### config.mk
export PLATFORM = sky130hd
export DESIGN_NAME = dip_input_conditioner
export DESIGN_NICKNAME = d
export VERILOG_FILES = /design/src/rtl/dip_pkg.sv /design/src/rtl/dip_debounce_bit.sv /design/src/rtl/dip_input_conditioner.sv
export SDC_FILE = /design/constraint.sdc
export NUM_CORES = 1
export LEC_CHECK = 0
export ABC_AREA = 1
export BUFFER_PORTS_ARGS = -buffer_cell sky130_fd_sc_hd__buf_2
export CAP_MARGIN = 20
export CELL_PAD_IN_SITES_DETAIL_PLACEMENT = 1
export CELL_PAD_IN_SITES_GLOBAL_PLACEMENT = 2
export CORE_MARGIN = 3
export CORE_UTILIZATION = 30
export DETAILED_ROUTE_END_ITERATION = 10
export HOLD_SLACK_MARGIN = 0.06
export PLACE_DENSITY_LB_ADDON = 0.1
export SETUP_SLACK_MARGIN = 0.2
export SLEW_MARGIN = 10
export SYNTH_ARGS = -nofsm -noshare
export SYNTH_HDL_FRONTEND = slang
export SYNTH_SLANG_ARGS = --single-unit
### constraint.sdc
create_clock -name i_clk -period 1.7 [get_ports i_clk]
set_input_delay 0.34 -clock i_clk [delete_from_list [all_inputs] [get_ports i_clk]]
set_output_delay 0.34 -clock i_clk [all_outputs]
set_load 0.02 [all_outputs]
### src/rtl/dip_pkg.sv
// dip_pkg: shared widths, FSM state type and debounce counter width for the DIP input conditioner
// Ports: none (package)
package dip_pkg;

    localparam int SW_W  = 16;
    localparam int BTN_W = 8;
    // Wide enough for DEBOUNCE_FRAMES up to 15
    localparam int CNT_W = 4;

    typedef enum logic [1:0] {
        WAIT_FIRST = 2'd0,
        RUN        = 2'd1,
        LOST       = 2'd2
    } state_t;

endpackage

### src/rtl/dip_debounce_bit.sv
// dip_debounce_bit: per-bit frame debouncer holding one stable value and its disagreement counter
// Ports:
//   i_clk, i_rst_n  clock, async active-low reset
//   i_sample        captured frame bit
//   i_accept        process i_sample as a debounce step
//   i_load          copy i_sample straight into the stable value (first frame / link recovery)
//   i_flush         discard the partial count
//   o_stable        debounced value
//   o_toggle        high on the cycle whose edge flips o_stable through debouncing
module dip_debounce_bit
    import dip_pkg::*;
#(
    parameter int DEBOUNCE_FRAMES = 4
) (
    input  logic i_clk,
    input  logic i_rst_n,
    input  logic i_sample,
    input  logic i_accept,
    input  logic i_load,
    input  logic i_flush,
    output logic o_stable,
    output logic o_toggle
);

    logic             r_stable;
    logic [CNT_W-1:0] r_cnt;
    logic             w_diff;

    assign w_diff   = i_sample != r_stable;
    assign o_toggle = i_accept & ~i_load & ~i_flush & w_diff
                    & (r_cnt == CNT_W'(DEBOUNCE_FRAMES - 1));
    assign o_stable = r_stable;

    always_ff @(posedge i_clk or negedge i_rst_n) begin
        if (!i_rst_n) begin
            r_stable <= 1'b0;
            r_cnt    <= '0;
        end else if (i_flush) begin
            r_cnt    <= '0;
        end else if (i_load) begin
            r_stable <= i_sample;
            r_cnt    <= '0;
        end else if (i_accept) begin
            if (!w_diff) begin
                r_cnt    <= '0;
            end else if (o_toggle) begin
                r_stable <= ~r_stable;
                r_cnt    <= '0;
            end else begin
                r_cnt    <= r_cnt + 1'b1;
            end
        end
    end

endmodule

### src/rtl/dip_input_conditioner.sv
// dip_input_conditioner: debounces DIP switch / button frames, tracks presses and watches for frame loss
// Optional feature macro: DIP_IRQ_EN (o_irq driven from press flags and link error; tied 0 otherwise)
// Ports:
//   i_clk, i_rst_n   clock, async active-low reset
//   i_frame_latch    active-low frame strobe, data captured on rising i_clk while low
//   i_sw_data        raw 16-bit switch frame
//   i_btn_data       raw 8-bit button frame
//   o_sw_stable      debounced switches
//   o_btn_stable     debounced buttons, 1 = pressed
//   o_btn_press      sticky press flags
//   i_clr/i_clr_mask clear strobe and per-flag clear mask
//   o_sw_changed     one-cycle pulse when any debounced switch changes
//   o_link_err       frame watchdog expired
//   o_irq            interrupt request
module dip_input_conditioner
    import dip_pkg::*;
#(
    parameter int DEBOUNCE_FRAMES = 4,
    parameter int FRAME_TIMEOUT   = 64,
    parameter bit BTN_ACTIVE_LOW  = 1'b1
) (
    input  logic             i_clk,
    input  logic             i_rst_n,
    input  logic             i_frame_latch,
    input  logic [SW_W-1:0]  i_sw_data,
    input  logic [BTN_W-1:0] i_btn_data,
    output logic [SW_W-1:0]  o_sw_stable,
    output logic [BTN_W-1:0] o_btn_stable,
    output logic [BTN_W-1:0] o_btn_press,
    input  logic             i_clr,
    input  logic [BTN_W-1:0] i_clr_mask,
    output logic             o_sw_changed,
    output logic             o_link_err,
    output logic             o_irq
);

    localparam int WD_W = $clog2(FRAME_TIMEOUT + 1);

    state_t           r_state;
    logic             r_valid;
    logic [SW_W-1:0]  r_sw;
    logic [BTN_W-1:0] r_btn;
    logic [WD_W-1:0]  r_wd;
    logic [BTN_W-1:0] r_press;
    logic             r_sw_changed;
    logic             r_link_err;

    logic             w_accept;
    logic             w_load;
    logic             w_run;
    logic             w_timeout;
    logic [SW_W-1:0]  w_sw_tgl;
    logic [BTN_W-1:0] w_btn_tgl;
    logic [BTN_W-1:0] w_btn_stable;

    assign w_accept  = ~i_frame_latch;
    // Frames are captured on the accepting edge and processed one edge later
    assign w_load    = r_valid & (r_state != RUN);
    assign w_run     = r_valid & (r_state == RUN);
    // A frame arriving on the expiry edge restarts the watchdog instead
    assign w_timeout = (r_state == RUN) & ~w_accept & (r_wd == WD_W'(FRAME_TIMEOUT - 1));

    always_ff @(posedge i_clk or negedge i_rst_n) begin
        if (!i_rst_n) begin
            r_valid <= 1'b0;
            r_sw    <= '0;
            r_btn   <= '0;
        end else begin
            r_valid <= w_accept;
            if (w_accept) begin
                r_sw  <= i_sw_data;
                r_btn <= BTN_ACTIVE_LOW ? ~i_btn_data : i_btn_data;
            end
        end
    end

    for (genvar i = 0; i < SW_W; i++) begin : g_sw
        dip_debounce_bit #(.DEBOUNCE_FRAMES(DEBOUNCE_FRAMES)) u_bit (
            .i_clk   (i_clk),
            .i_rst_n (i_rst_n),
            .i_sample(r_sw[i]),
            .i_accept(w_run),
            .i_load  (w_load),
            .i_flush (w_timeout),
            .o_stable(o_sw_stable[i]),
            .o_toggle(w_sw_tgl[i])
        );
    end

    for (genvar i = 0; i < BTN_W; i++) begin : g_btn
        dip_debounce_bit #(.DEBOUNCE_FRAMES(DEBOUNCE_FRAMES)) u_bit (
            .i_clk   (i_clk),
            .i_rst_n (i_rst_n),
            .i_sample(r_btn[i]),
            .i_accept(w_run),
            .i_load  (w_load),
            .i_flush (w_timeout),
            .o_stable(w_btn_stable[i]),
            .o_toggle(w_btn_tgl[i])
        );
    end

    always_ff @(posedge i_clk or negedge i_rst_n) begin
        if (!i_rst_n) begin
            r_state      <= WAIT_FIRST;
            r_wd         <= '0;
            r_press      <= '0;
            r_sw_changed <= 1'b0;
            r_link_err   <= 1'b0;
        end else begin
            r_wd         <= w_accept ? '0
                          : (r_wd == WD_W'(FRAME_TIMEOUT)) ? r_wd : r_wd + 1'b1;
            r_sw_changed <= |w_sw_tgl;
            // A toggle of a released button is a new press; set beats a same-cycle clear
            r_press      <= (r_press & ~(i_clr ? i_clr_mask : '0)) | (w_btn_tgl & ~w_btn_stable);
            case (r_state)
                WAIT_FIRST, LOST: begin
                    if (w_load) begin
                        r_state    <= RUN;
                        r_link_err <= 1'b0;
                    end
                end
                RUN: begin
                    if (w_timeout) begin
                        r_state    <= LOST;
                        r_link_err <= 1'b1;
                    end
                end
                default: r_state <= WAIT_FIRST;
            endcase
        end
    end

`ifdef DIP_IRQ_EN
    logic r_irq;

    always_ff @(posedge i_clk or negedge i_rst_n) begin
        if (!i_rst_n) r_irq <= 1'b0;
        else          r_irq <= (|r_press) | r_link_err;
    end

    assign o_irq = r_irq;
`else
    assign o_irq = 1'b0;
`endif

    assign o_btn_stable = w_btn_stable;
    assign o_btn_press  = r_press;
    assign o_sw_changed = r_sw_changed;
    assign o_link_err   = r_link_err;

endmodule
# After elaboration in Yosys (flattened, before gate mapping)
# Cells that the tools add are included.
word_totals:
  regBits: 164
  out_inout_bits: 35
  inputBits: 36
op_classes:
  mux: 225
  n_reduce_logical: 80
  bitwise: 87
  add_sub_neg: 25
  eq_ne: 56
ops:
  columns: ["cell", "count"]
  rows:
  - ["2-to-1 mux 4 bit", 120]
  - ["nonzero test 2 bit", 50]
  - ["2-to-1 mux 1 bit", 98]
  - ["adder 4 x 1 -> 4 bit, second input constant", 24]
  - ["equality test 4 x 2 -> 1 bit, second input constant", 24]
  - ["AND reduction 4 bit", 24]
  - ["bitwise AND 1 bit", 54]
  - ["NOT 1 bit", 27]
  - ["!= test 1 bit", 24]
  - ["NOT 8 bit", 3]
  - ["bitwise AND 8 bit", 2]
  - ["OR reduction 16 bit", 1]
  - ["2-to-1 mux 7 bit", 2]
  - ["2-to-1 mux 8 bit", 1]
  - ["bitwise OR 8 bit", 1]
  - ["adder 7 x 1 -> 7 bit, second input constant", 1]
  - ["equality test 7 x 6 -> 1 bit, second input constant", 1]
  - ["equality test 7 bit, second input constant", 1]
  - ["!= test 2 x 1 -> 1 bit, second input constant", 3]
  - ["2-to-1 mux 2 bit", 2]
  - ["case mux 2 bit (2 select lines)", 1]
  - ["AND reduction 3 bit", 1]
  - ["nonzero test 3 bit", 1]
  - ["equality test 2 x 1 -> 1 bit, second input constant", 1]
  - ["6 further kinds", 6]

# Depth between registers and ports, before layout
# Gate-level depths: netlist (run 1).
depth:
  ltp_word: 12
  depth_mapped: 10
  depth_no_buf: 9

# Hierarchy
# A second synthesis (run 1) with hierarchy kept.
hier_totals:
  hier_cells: 1476
  hier_area_um2: 10392.5
by_module_without_submodules:
  columns: ["module", "area_each_um2", "n_inst", "seq_area_each_um2", "cells_per_inst"]
  rows:
  - ["dip_debounce_bit", 354.1, 24, 125.1, 52]
  - ["dip_input_conditioner", 1894.3, 1, 1101.1, 228]

# Least setup slack after synthesis (run 1)
# No wires, ideal clock.
synth_timing:
  kind: "reg2reg"
  from: "reg r_wd[0]"
  to: "reg g_sw[6].u_bit.r_cnt[2]"
  t_arrival_ns: 1.503
  path_stages_with_launch: 10
  required_ns: 1.624
  setup_slack_ns: 0.121
  period_less_slack_ns: 1.579
  path_cell_list: "dfrtp_1 > ha_1 > nand3_2 > nor2_4 > nand2_2 > nand2_4 > inv_2 > clkbuf_1 > nand2_1 > o21ai_1"
synth_between:
  elab_chain_len: 11
  word_cells_on_any_way: 12
synth_lines:
  columns: ["element", "line", "rtl"]
  rows:
  - ["from (decl)", "dip_input_conditioner.sv:43", "logic [WD_W-1:0] r_wd;"]
  - ["from (signal assigned)", "dip_input_conditioner.sv:111", "r_wd <= w_accept ? '0"]
  - ["equality test 7 x 6 -> 1 bit *", "dip_input_conditioner.sv:61", "assign w_timeout = (r_state == RUN) & ~w_accept & (r_wd == WD_W'(FRAME_TIMEOUT - 1));"]
  - ["bitwise AND 1 bit *", "dip_input_conditioner.sv:61", null]
  - ["NOT 1 bit (no line)", null, null]
  - ["bitwise AND 1 bit (2 in a row)", "dip_debounce_bit.sv:30", "assign o_toggle = i_accept & ~i_load & ~i_flush & w_diff"]
  - ["bitwise AND 1 bit", "dip_debounce_bit.sv:31", "& (r_cnt == CNT_W'(DEBOUNCE_FRAMES - 1));"]
  - ["2-to-1 mux 4 bit", "dip_debounce_bit.sv:46", "end else if (o_toggle) begin"]
  - ["2-to-1 mux 4 bit", "dip_debounce_bit.sv:44", "if (!w_diff) begin"]
  - ["2-to-1 mux 4 bit", "dip_debounce_bit.sv:43", "end else if (i_accept) begin"]
  - ["2-to-1 mux 4 bit", "dip_debounce_bit.sv:40", "end else if (i_load) begin"]
  - ["2-to-1 mux 4 bit", "dip_debounce_bit.sv:38", "end else if (i_flush) begin"]
  - ["to (signal assigned)", "dip_debounce_bit.sv:50", "r_cnt <= r_cnt + 1'b1;"]
  - ["to (decl)", "dip_debounce_bit.sv:26", "logic [CNT_W-1:0] r_cnt;"]
# Mark *: on every way between the ends. The rest lies on a longest branch, timed or not. The select of a mux whose other input is x is not followed.
# A chain may end at the register's enable or synchronous reset.

# Final worst setup path (run 1)
layout_timing:
  from: "reg r_wd[1]"
  to: "reg r_sw_changed (netlist: o_sw_changed)"
layout_between:
  elab_chain_len: 7
  word_cells_on_any_way: 37
layout_lines:
  columns: ["element", "line", "rtl"]
  rows:
  - ["equality test 7 x 6 -> 1 bit *", "dip_input_conditioner.sv:61", null]
  - ["bitwise AND 1 bit *", "dip_input_conditioner.sv:61", null]
  - ["NOT 1 bit (no line) *", null, null]
  - ["bitwise AND 1 bit *", "dip_debounce_bit.sv:30", null]
  - ["bitwise AND 1 bit", "dip_debounce_bit.sv:30", null]
  - ["bitwise AND 1 bit", "dip_debounce_bit.sv:31", null]
  - ["OR reduction 16 bit *", "dip_input_conditioner.sv:113", "r_sw_changed <= |w_sw_tgl;"]
  - ["to (signal assigned)", "dip_input_conditioner.sv:113", null]
  - ["to (decl)", "dip_input_conditioner.sv:45", "logic r_sw_changed;"]
# Mark *: on every way between the ends. The rest lies on a longest branch, timed or not.

==> results of run 1 <==
-- metal layers --
layer | up-vias | part of all wire (%) | wire, µm | global-route usage (%)
li1 | 4035 | - | - | -
met4 | 0 | 1.1 | 308 | 3.87
met5 | - | 0 | 0 | 0
met3 | 20 | 2.5 | 705 | 2.59
met2 | 97 | 47 | 13400 | 28.6
met1 | 3937 | 49 | 14100 | 24.0
-- power by group --
part / total (µW) / leakage (µW) / internal [µW] / switching (µW)
clock network: 3880 / 0.000277 / 2150 / 1730
registers: 6200 / 0.00215 / 4950 / 1260
logic: 5500 / 0.00340 / 2320 / 3180
total: 15600 / 0.00583 / 9420 / 6170
-- per-stage QoR --
step	util [%]	instances	setup slack (ns)	power, µW
finish	40.5	1691	0.0103	15600
global route	40.5	1691	-0.0882	16900
CTS	37.9	1666	0.0300	15300
detailed placement	34.5	1613	-0.0184	11200
global placement	34.5	1613	0.0480	11100
floorplan	-	1169	0.197	9580
-- placed cells by master (no fill, tap or decap), types with 5 or more instances in the layout --
cell type	instances
ha_1	24
buf_2	67
nand3_4	5
buf_4	49
nand3_1	94
clkbuf_16	22
inv_2	8
o21ai_1	30
nand2_2	27
nor2_1	64
buf_6	24
o21ai_0	64
nand2_4	10
nor3_1	18
xnor2_1	20
nand3_2	24
buf_12	16
nand2_1	339
inv_1	87
dfrtp_1	164
nand4_1	40
xor2_1	23
o21ai_2	14
a21oi_1	5
-- logic make-up (layout without fill, tap and decap cells) --
logic type               Yosys count  after routing
AND/OR/NAND/NOR                  641            642
buffers and inverters            165            302
flip-flops                       164            164
AO/OA/AOI/OAI                    129            129
XOR/XNOR                          43             43
adder cells (fa/ha/maj)           26             26
other                              1              1
-- state kept, by name, indices dropped and copies added, names as in the netlist, 2 cells and up --
signal and count:
g_btn.u_bit.r_cnt 32, r_wd 7, g_sw.u_bit.o_stable 16, g_sw.u_bit.r_cnt 64, g_btn.u_bit.o_stable 8, r_state 2, r_sw 16, r_btn 8
o_btn_press 8
-- worst max-delay path, delay by kind of cell, from the launching register on --
family | cells | cell delay, ns
simple gates | 5 | 0.49
fa+ha+maj | 1 | 0.16
compound gates | 2 | 0.20
flops | 1 | 0.40
buf+inv | 2 | 0.32
-- cell type report --
| type | count | area [µm²] |
|---|---|---|
| Inverter | 99 | 387 |
| Fill cell | 3525 | 17300 |
| Timing Repair Buffer | 171 | 1630 |
| Multi-Input combinational cell | 841 | 4650 |
| Clock inverter | 10 | 98.8 |
| Sequential cell | 164 | 4100 |
| Clock buffer | 22 | 474 |
| Tap cell | 384 | 480 |
-- timing repair --
action	CTS	global route
setup buffers	14	17
hold buffers	1	0
endpoints found under the hold margin	29	0
setup endpoints to repair	129	136
pin swaps	4	22
cloned	6	8
gates resized for setup	59	152
-- worst paths after layout --
kind	start	endpoint	slack [ns]	cells past startpoint
setup / recovery	r_wd[1]$_DFFE_PN0P_	o_sw_changed$_DFF_PN0_	0.01	10
hold / removal	i_btn_data[0]	r_btn[0]$_DFFE_PN0N_	0.09	2
setup reg to reg	r_wd[1]$_DFFE_PN0P_	o_sw_changed$_DFF_PN0_	0.01	10
hold reg to reg	o_btn_press[6]$_DFF_PN0_	o_btn_press[6]$_DFF_PN0_	0.48	2
max in group asynchronous	i_rst_n	r_sw[4]$_DFFE_PN0N_	0.71	3
min in group asynchronous	i_rst_n	g_btn[5].u_bit.r_cnt[1]$_DFFE_PN0P_	0.38	2
==> key figures, run 1 <==
Run status
  – Outcome: finished, final reports clean

Placed design
  – Post-DP Area: 10100 µm²
  – Routability congestion estimate: 0.721
  – PortBufs: 69
  – Detailed Place HPWL: 18.2 mm

Logic synthesis
  – Sequential area share after synthesis: 45.5%
  – Share of Yosys cell area claimed by the top area cell type: 45.5%
  – Mux contribution to synthesized area: 0%
  – Synth Register Bits: 164
  – Synth Area in XOR/XNOR: 4.17%
  – FFs w/ async S/R, synth: 100%
  – Ys flop type: dfrtp_1
  – Yosys warnings: 0
  – Synth Instances: 1169
  – Main combinational cell family by area after synthesis: simple AND/OR/NAND/NOR gates
  – Syn Std Cell Area: 9030 µm²
  – Most common cell in the synthesized netlist: nand2_1
  – Top cells by area, synth: dfrtp_1 (45%), nand2_1 (16%), nand3_1 (6.7%)
  – EDFF count, synth: 0
  – Synth cell count leaders: nand2_1 (373), dfrtp_1 (164), nand3_1 (120)
  – Post-Synth Simple-Gate Area: 30.6%
  – Synth area leader: dfrtp_1
  – Post-synthesis adder-cell area fraction: 3.60%
  – Synthesized area per cell: 7.72 µm²
  – Syn_nets: 1231
  – Compound-Gate Fraction of Synth Area: 7.54%
  – Netlist cell types: 33

Layout
  – Fin area: 11800 µm²
  – Area Growth Syn to Fin: 30.9%
  – Number of nets in the final layout: 1356
  – Antenna Cells: 0
  – Layout cells sized above 1: 23.9%

Floorplanning
  – Die height: 179 µm
  – Die area: 32200 µm²
  – Ports: 71
  – Starting Density: 31.0%
  – # rows: 62
  – Core area: 29200 µm²
  – Die width: 179 µm

Drt
  – Routed length per instance: 16.9 µm
  – Residual DRC count: 0
  – Final ANT Viol Nets: 0
  – DR iter-0 viols: 324
  – WL final: 28.6 mm
  – Vias per cell: 4.78
  – Iteration count of the initial detailed-routing pass: 6
  – Vias: 8089

Critical path
  – Crit Path Category: reg2reg
  – CP Cell Sequence: ha_4 > nand3_4 > nor2_4 > a21boi_4 > buf_6 > clkbuf_16 > o21ai_1 > nand2_1 > nor2_2 > nand2_1
  – Crit-path slowest cell: dfrtp_1
  – Most used cell, CP: nand2_1
  – Type of origin of the critical path: flip-flop
  – CP Capture Type: flip-flop
  – CP peak stage delay: 0.40 ns
  – Worst Path Arrival: 2.01 ns
  – CP Max Fanout: 6
  – Critical Path RT: 2.02 ns

Global route
  – Initial antenna violation count: 0
  – Largest net degree at the start of global routing: 47
  – First-pass GRT wire length: 45.4 mm
  – GRT Util Overall: 17.3%
  – Grt total ovfl: 0
  – Vias in the first global route: 8355

CTS
  – TritonCTS clock tree: built
  – CTS sink count: 164
  – Clock buffer count from CTS: 17
  – Clock Path Buffers: 2
  – CTS root buf: clkbuf_16
  – # H-tree levels: 4
  – Worst-Skew Late Latency: 0.44 ns
  – Clk slew on worst S/H paths: 0.07 ns

Power and ir drop
  – PD cells: 1320 nW/µm²
  – Worst vdd ir: 0.686 mV
  – Leakage: 0.00583 µW

STA
  – Fin crit period: 1.69 ns
  – Slew headroom: 63.0%
  – Actual slew at the worst max-slew pin: 0.553 ns
  – Final setup violating endpoints: 0
  – Final Max Tran Viols: 0
  – Fmax achieved: 592 MHz
  – Clk_skew: 0.0144 ns
  – Fin Setup TNS: 0 ns
  – Period utilization: 99.4%
  – Final Hold Viols: 0
  – WHS: 0.0917 ns
  – RSZ-0062 raised after global routing: yes

Job
  – Max cap viols: 0

Min path
  – Hold Crit Class: in2reg
Power figures use the tool's default switching activity.
==> run 2, diff against run 1 <==
--- a/config.mk
+++ b/config.mk
@@ -10,7 +10,6 @@
 export CAP_MARGIN = 20
 export CELL_PAD_IN_SITES_DETAIL_PLACEMENT = 1
 export CELL_PAD_IN_SITES_GLOBAL_PLACEMENT = 2
-export CORE_MARGIN = 3
 export CORE_UTILIZATION = 30
 export DETAILED_ROUTE_END_ITERATION = 10
 export HOLD_SLACK_MARGIN = 0.06
==> constraint.sdc (replaced) <==
create_clock -name i_clk -period 1.8 [get_ports i_clk]
set_input_delay 0.36 -clock i_clk [delete_from_list [all_inputs] [get_ports i_clk]]
set_output_delay 0.36 -clock i_clk [all_outputs]
set_load 0.02 [all_outputs]
==> run 2 against run 1 <==
Critical path depth rose by 1. Clock power barely moved. Global-route usage rose by 2.0 points. First-iteration DRC count increased by 7.7%. Critical path type unchanged.
==> key figures, run 2 (synthesis gave the netlist of run 1 again) <==
Layout
  – FF+latch area: 4110 µm² (about the same)
  – Layout cells sized above 1: 25.3% (+1.3 points)
  – Most frequent cells in the layout: nand2_1 (321), dfrtp_1 (163), nand3_1 (97)
  – Area of the multi-input gates: 4880 µm² (+5.0%)
  – Layout fillers: 3521 (-0.11%)
  – Max FFs per register: 64 (unchanged)
  – Number of nets in the final layout: 1337 (-1.4%)
  – Fin area: 12100 µm² (+2.2%)
  – Most common cell after layout, fill and taps aside: nand2_1
  – Top reg by flops: g_sw.u_bit.r_cnt
  – Area Growth Syn to Fin: 33.8%
  – Finished Layout Cells: 1676 (-0.89%)
  – Largest registers: g_sw.u_bit.r_cnt: 64 flops, g_btn.u_bit.r_cnt: 32 flops
  – Antenna Cells: 0 (unchanged)

Placed design
  – Placed cell count: 1605 (-0.50%)
  – Detailed Place HPWL: 17.7 mm (-2.8%)
  – PortBufs: 69 (unchanged)
  – Pre-CTS WS: 0.00899 ns (+0.0274 ns)
  – Routability congestion estimate: 0.759 (+5.3%)
  – Post-DP Area: 9980 µm² (-0.80%)

Run status
  – Outcome: finished, final reports clean

STA
  – WHS: 0.0894 ns (-0.00226 ns)
  – Clk_skew: 0.00730 ns (-0.00713 ns)
  – Actual slew at the worst max-slew pin: 0.631 ns (+0.0773 ns)
  – Final Max Tran Viols: 0 (unchanged)
  – Fmax achieved: 570 MHz (-3.6%)
  – Fin crit period: 1.75 ns (+0.0636 ns)
  – Final Hold Viols: 0 (unchanged)
  – RSZ-0062 raised after global routing: yes
  – Period utilization: 97.4% (-2.0 points)
  – Worst setup margin: 0.0467 ns (+0.0364 ns)
  – Final setup violating endpoints: 0 (unchanged)
  – Slew headroom: 57.8% (-5.2 points)

Critical path
  – CP Max Fanout: 6 (unchanged)
  – Reg-to-Reg End: o_sw_changed$_DFF_PN0_
  – R2R Path Start: r_wd[1]$_DFFE_PN0P_
  – Reg2Reg Depth: 11 (+1)
  – Crit-path slowest cell: dfrtp_1
  – Critical Path RT: 2.13 ns (+0.11 ns)
  – Worst Path Arrival: 2.08 ns (+0.07 ns)
  – R2r setup slk: 0.05 ns (+0.04 ns)
  – CP Capture Type: flip-flop
  – Most used cell, CP: nand2_1
  – CP peak stage delay: 0.40 ns (about the same)
  – Type of origin of the critical path: flip-flop
  – CP Cell Sequence: ha_4 > nand3_4 > nor2_4 > a21boi_4 > buf_12 > buf_8 > buf_16 > o21ai_4 > nand2_1 > nor2_1 > nand2_1
  – Crit Path Category: reg2reg

Job
  – Max cap viols: 0 (unchanged)

CTS
  – Clk slew on worst S/H paths: 0.07 ns (about the same)
  – Clock buffer count from CTS: 17 (unchanged)
  – CTS sink count: 164 (unchanged)
  – # H-tree levels: 4 (unchanged)
  – CTS root buf: clkbuf_16
  – Worst-Skew Late Latency: 0.44 ns (about the same)
  – TritonCTS clock tree: built
  – Clock Path Buffers: 2 (unchanged)

Power and ir drop
  – Final total power: 15100 µW (-3.1%)
  – PD cells: 1250 nW/µm² (-5.1%)
  – Leakage: 0.00590 µW (+1.3%)
  – Worst vdd ir: 0.647 mV (-5.6%)

Global route
  – Largest net degree at the start of global routing: 42 (-11%)
  – Initial antenna violation count: 0 (unchanged)
  – Grt total ovfl: 0 (unchanged)
  – First-pass GRT wire length: 45.8 mm (+0.87%)
  – Vias in the first global route: 8261 (-1.1%)
  – GRT Util Overall: 19.3% (+2.0 points)

Floorplanning
  – Die height: 175 µm (-2.2%)
  – Die width: 175 µm (-2.2%)
  – Starting Density: 30.5% (-0.49 points)
  – Ports: 71 (unchanged)
  – # rows: 63 (+1.6%)
  – Core area: 29600 µm² (+1.6%)
  – Die area: 30800 µm² (-4.4%)

Drt
  – Final ANT Viol Nets: 0 (unchanged)
  – Vias per cell: 4.83 (+0.89%)
  – Routed length per instance: 17.5 µm (+3.5%)
  – Vias: 8089 (unchanged)
  – Residual DRC count: 0 (unchanged)
  – Iteration count of the initial detailed-routing pass: 5 (-1)
  – WL final: 29.3 mm (+2.6%)
  – DR iter-0 viols: 349 (+7.7%)

Min path
  – Hold Crit Class: in2reg
  – Hold Crit Endpoint: r_btn[7]$_DFFE_PN0N_
  – Min-delay src: i_btn_data[7]
  – Hold path depth: 2 (unchanged)
[run 2: cell types whose count changed in the layout (fill, tap and decap cells not counted), sizes merged]
cell	change
buf	-21
bufinv	+2
clkinv	-2
inv	-2
bufbuf	+1
clkbuf	+1
clkinvlp	+1
nand2	-1
[run 2: layout make-up]
cell class | instances | area share, %
clock buffer | 21 | 3.98
clock inverter | 9 | 1.06
inverter | 99 | 3.26
multi-input combinational | 840 | 40.4
sequential | 164 | 34.0
tap | 390 | 4.04
timing repair buffer | 153 | 13.3
[run 2: metrics by stage]
stage          utilization (%)  setup TNS (ns)
6_report                  40.8               0
5_1_grt                   40.8          -0.322
4_1_cts                   37.8               0
3_5_place_dp              33.7               0
3_3_place_gp              33.7               0
2_1_floorplan                -               0
[run 2: worst max-delay path by stage]
stage | end | start | cells past startpoint
final | o_sw_changed$_DFF_PN0_ | r_wd[1]$_DFFE_PN0P_ | 11
after global routing | g_sw[10].u_bit.r_cnt[3]$_DFFE_PN0P_ | r_wd[0]$_DFFE_PN0P_ | 8
after CTS | g_btn[6].u_bit.r_cnt[3]$_DFFE_PN0P_ | r_wd[1]$_DFFE_PN0P_ | 10
after detailed placement | g_btn[1].u_bit.r_cnt[0]$_DFFE_PN0P_ | r_wd[1]$_DFFE_PN0P_ | 8
after floorplan | g_sw[6].u_bit.r_cnt[2]$_DFFE_PN0P_ | r_wd[0]$_DFFE_PN0P_ | 9
after global placement | g_btn[7].u_bit.r_cnt[2]$_DFFE_PN0P_ | r_wd[0]$_DFFE_PN0P_ | 10
[run 2: routing by layer]
metal	up-vias	share of wire, %	wire (µm)	GRT usage [%]
li1	4000	-	-	-
met1	3984	48	14100	25.6
met2	92	48	14200	32.8
met3	13	2.7	788	3.12
met4	0	0.91	267	4.49
met5	-	0	0	0
[run 2: worst max-delay path, delay by kind of cell, from the launching register on]
kind            cells  cell delay (ns)
fa+ha+maj           1             0.17
simple gates        5             0.48
buf+inv             3             0.41
compound gates      2             0.17
flops               1             0.40
[run 2: timing repair]
item	4_1_cts	5_1_grt
buffers inserted	16	8
pin swaps	4	28
resized for setup	59	201
cloned	8	8
setup endpoints to repair	122	132
hold endpoints to repair	14	0
hold buffers	1	0
[run 2: report_power, final]
group          total [µW]  internal [µW]  switching (µW)  leakage (µW)
clock                3890           2310            1580      0.000293
combinational        5330           2240            3090       0.00346
sequential           5890           4680            1220       0.00215
==> run 3, diff against run 2 <==
==> constraint.sdc (replaced) <==
create_clock -name i_clk -period 1.8 [get_ports i_clk]
set_input_delay 0.36 -clock i_clk [delete_from_list [all_inputs] [get_ports i_clk]]
set_output_delay 0.36 -clock i_clk [all_outputs]
set_load 0.1 [all_outputs]
==> run 3 against run 2 <==
Combinational power grew 37%. Sequential power barely moved. First-iteration DRC count up 1.7%. Critical path depth unchanged. Critical endpoint unchanged. Largest cell class unchanged. Largest power group is now combinational logic.
==> key figures, run 3 (synthesis gave the netlist of run 1 again) <==
Layout
  – Layout cells sized above 1: 25.0% (-0.29 points)
  – Most frequent cells in the layout: nand2_1 (320), dfrtp_1 (163), nand3_1 (98)
  – Antenna Cells: 0 (unchanged)
  – Area Growth Syn to Fin: 34.5%
  – Most common cell after layout, fill and taps aside: nand2_1
  – Number of nets in the final layout: 1336 (-0.075%)
  – Largest registers: g_sw.u_bit.r_cnt: 64 flops, g_btn.u_bit.r_cnt: 32 flops
  – Top reg by flops: g_sw.u_bit.r_cnt
  – Max FFs per register: 64 (unchanged)

Power and ir drop
  – Worst vdd ir: 0.970 mV (+50%)
  – PD cells: 1410 nW/µm² (+13%)
  – Cell Int Power: 9410 µW (+2.0%)
  – Final total power: 17100 µW (+13%)
  – Sw frac: 45.1% (+6.1 points)
  – Leakage: 0.00591 µW (about the same)
  – Combinational share of power: 42.8% (+7.5 points)
  – Power share of the sequential group: 34.6% (-4.4 points)
  – Switching power: 7720 µW (+31%)
  – Clk pwr share: 22.7% (-3.0 points)

STA
  – Actual slew at the worst max-slew pin: 0.628 ns (-0.00231 ns)
  – RSZ-0062 raised after global routing: yes
  – Fin crit period: 1.75 ns (-0.00312 ns)
  – Final setup violating endpoints: 0 (unchanged)
  – Slew headroom: 58.0% (+0.15 points)
  – Period utilization: 97.2% (-0.17 points)
  – Final Hold Viols: 0 (unchanged)
  – Final Max Tran Viols: 0 (unchanged)
  – Fmax achieved: 571 MHz (+0.18%)
  – Clk_skew: 0.00711 ns (-0.000195 ns)
  – WHS: 0.0903 ns (+0.000841 ns)

Placed design
  – Routability congestion estimate: 0.759 (unchanged)
  – Detailed Place HPWL: 17.7 mm (unchanged)
  – PortBufs: 69 (unchanged)

Floorplanning
  – # rows: 63 (unchanged)
  – Starting Density: 30.5% (unchanged)
  – Die area: 30800 µm² (unchanged)
  – Ports: 71 (unchanged)
  – Die width: 175 µm (unchanged)
  – Die height: 175 µm (unchanged)
  – Core area: 29600 µm² (unchanged)

Global route
  – GRT Util Overall: 19.3% (about the same)
  – Largest net degree at the start of global routing: 42 (unchanged)
  – Vias in the first global route: 8263 (+0.024%)
  – First-pass GRT wire length: 45.8 mm (about the same)
  – Grt total ovfl: 0 (unchanged)
  – Initial antenna violation count: 0 (unchanged)

CTS
  – Clock Path Buffers: 2 (unchanged)
  – CTS root buf: clkbuf_16
  – CTS sink count: 164 (unchanged)
  – Worst-Skew Late Latency: 0.44 ns (about the same)
  – Clk slew on worst S/H paths: 0.07 ns (about the same)
  – # H-tree levels: 4 (unchanged)
  – Clock buffer count from CTS: 17 (unchanged)
  – TritonCTS clock tree: built

Critical path
  – R2r setup slk: 0.05 ns (about the same)
  – Most used cell, CP: nand2_1
  – CP Cell Sequence: ha_4 > nand3_4 > nor2_4 > a21boi_4 > buf_12 > buf_8 > buf_16 > o21ai_4 > nand2_1 > nor2_1 > nand2_1
  – Crit-path slowest cell: dfrtp_1
  – Crit-path leading delay family: simple AND/OR/NAND/NOR gates
  – Worst Path Arrival: 2.08 ns (about the same)
  – Critical Path RT: 2.13 ns (about the same)
  – Crit path buf inv count: 3 (unchanged)
  – Crit Path Category: reg2reg
  – Type of origin of the critical path: flip-flop
  – CP peak stage delay: 0.40 ns (about the same)
  – CP Max Fanout: 6 (unchanged)
  – CP Capture Type: flip-flop

Drt
  – Routed length per instance: 17.6 µm (+0.31%)
  – DR iter-0 viols: 355 (+1.7%)
  – WL final: 29.4 mm (+0.25%)
  – Vias per cell: 4.84 (+0.32%)
  – Final ANT Viol Nets: 0 (unchanged)
  – Residual DRC count: 0 (unchanged)
  – Iteration count of the initial detailed-routing pass: 4 (-1)
  – Vias: 8110 (+0.26%)

Min path
  – Hold Crit Class: in2reg

Run status
  – Outcome: finished, final reports clean

Job
  – Max cap viols: 0 (unchanged)
run 3: final cells by class:
cell class	count	area, µm²
clock inverters	9	128
repair buffers	152	1700
multi-input cells	840	4850
fillers	3516	17500
clock buffers	21	480
well taps	390	488
flip-flops and latches	164	4110
inverters	99	392
run 3: worst paths after layout:
| path | to | start | cells past startpoint |
|---|---|---|---|
| setup / recovery | o_sw_changed$_DFF_PN0_ | r_wd[1]$_DFFE_PN0P_ | 11 |
| hold reg to reg | o_btn_press[7]$_DFF_PN0_ | o_btn_press[7]$_DFF_PN0_ | 2 |
| hold / removal | r_btn[7]$_DFFE_PN0N_ | i_btn_data[7] | 2 |
| max in group asynchronous | g_sw[12].u_bit.r_cnt[0]$_DFFE_PN0P_ | i_rst_n | 3 |
| setup reg to reg | o_sw_changed$_DFF_PN0_ | r_wd[1]$_DFFE_PN0P_ | 11 |
| min in group asynchronous | g_btn[5].u_bit.o_stable$_DFFE_PN0P_ | i_rst_n | 2 |
run 3: routing by layer:
metal  vias up  part of all wire, %  GRT usage [%]
met1      4000                   49           25.6
met3        20                  2.2           3.14
met4         0                  1.0           4.49
li1       4001                    -              -
met2        89                   48           32.8
met5         -                    0              0
run 3: through the flow:
step	cell area, µm²	TNS [ns]	setup WS (ns)	utilization [%]	instances
after floorplan	9030	0	0.221	-	1169
after global placement	9980	0	0.0812	33.7	1605
after detailed placement	9980	0	0.00899	33.7	1605
after CTS	11300	0	0.0725	38.0	1660
after global routing	12100	-0.322	-0.0419	41.0	1675
final	12100	0	0.0498	41.0	1675
run 3: power groups by stage:
stage                     Sequential [µW]  Combinational, µW  Clock, µW
final                                5920               7320       3880
after global routing                 6120               8010       4140
after floorplan                      5830               5040          0
after detailed placement             5930               6370          0
after global placement               5930               6320          0
after CTS                            5890               6830       4010
run 3: timing repair:
item | CTS | global route
cloned | 8 | 8
pin swaps | 4 | 24
endpoints found under the hold margin | 14 | 0
setup buffers | 16 | 7
setup endpoints to repair | 149 | 144
gates resized for setup | 85 | 206
hold buffers | 1 | 0
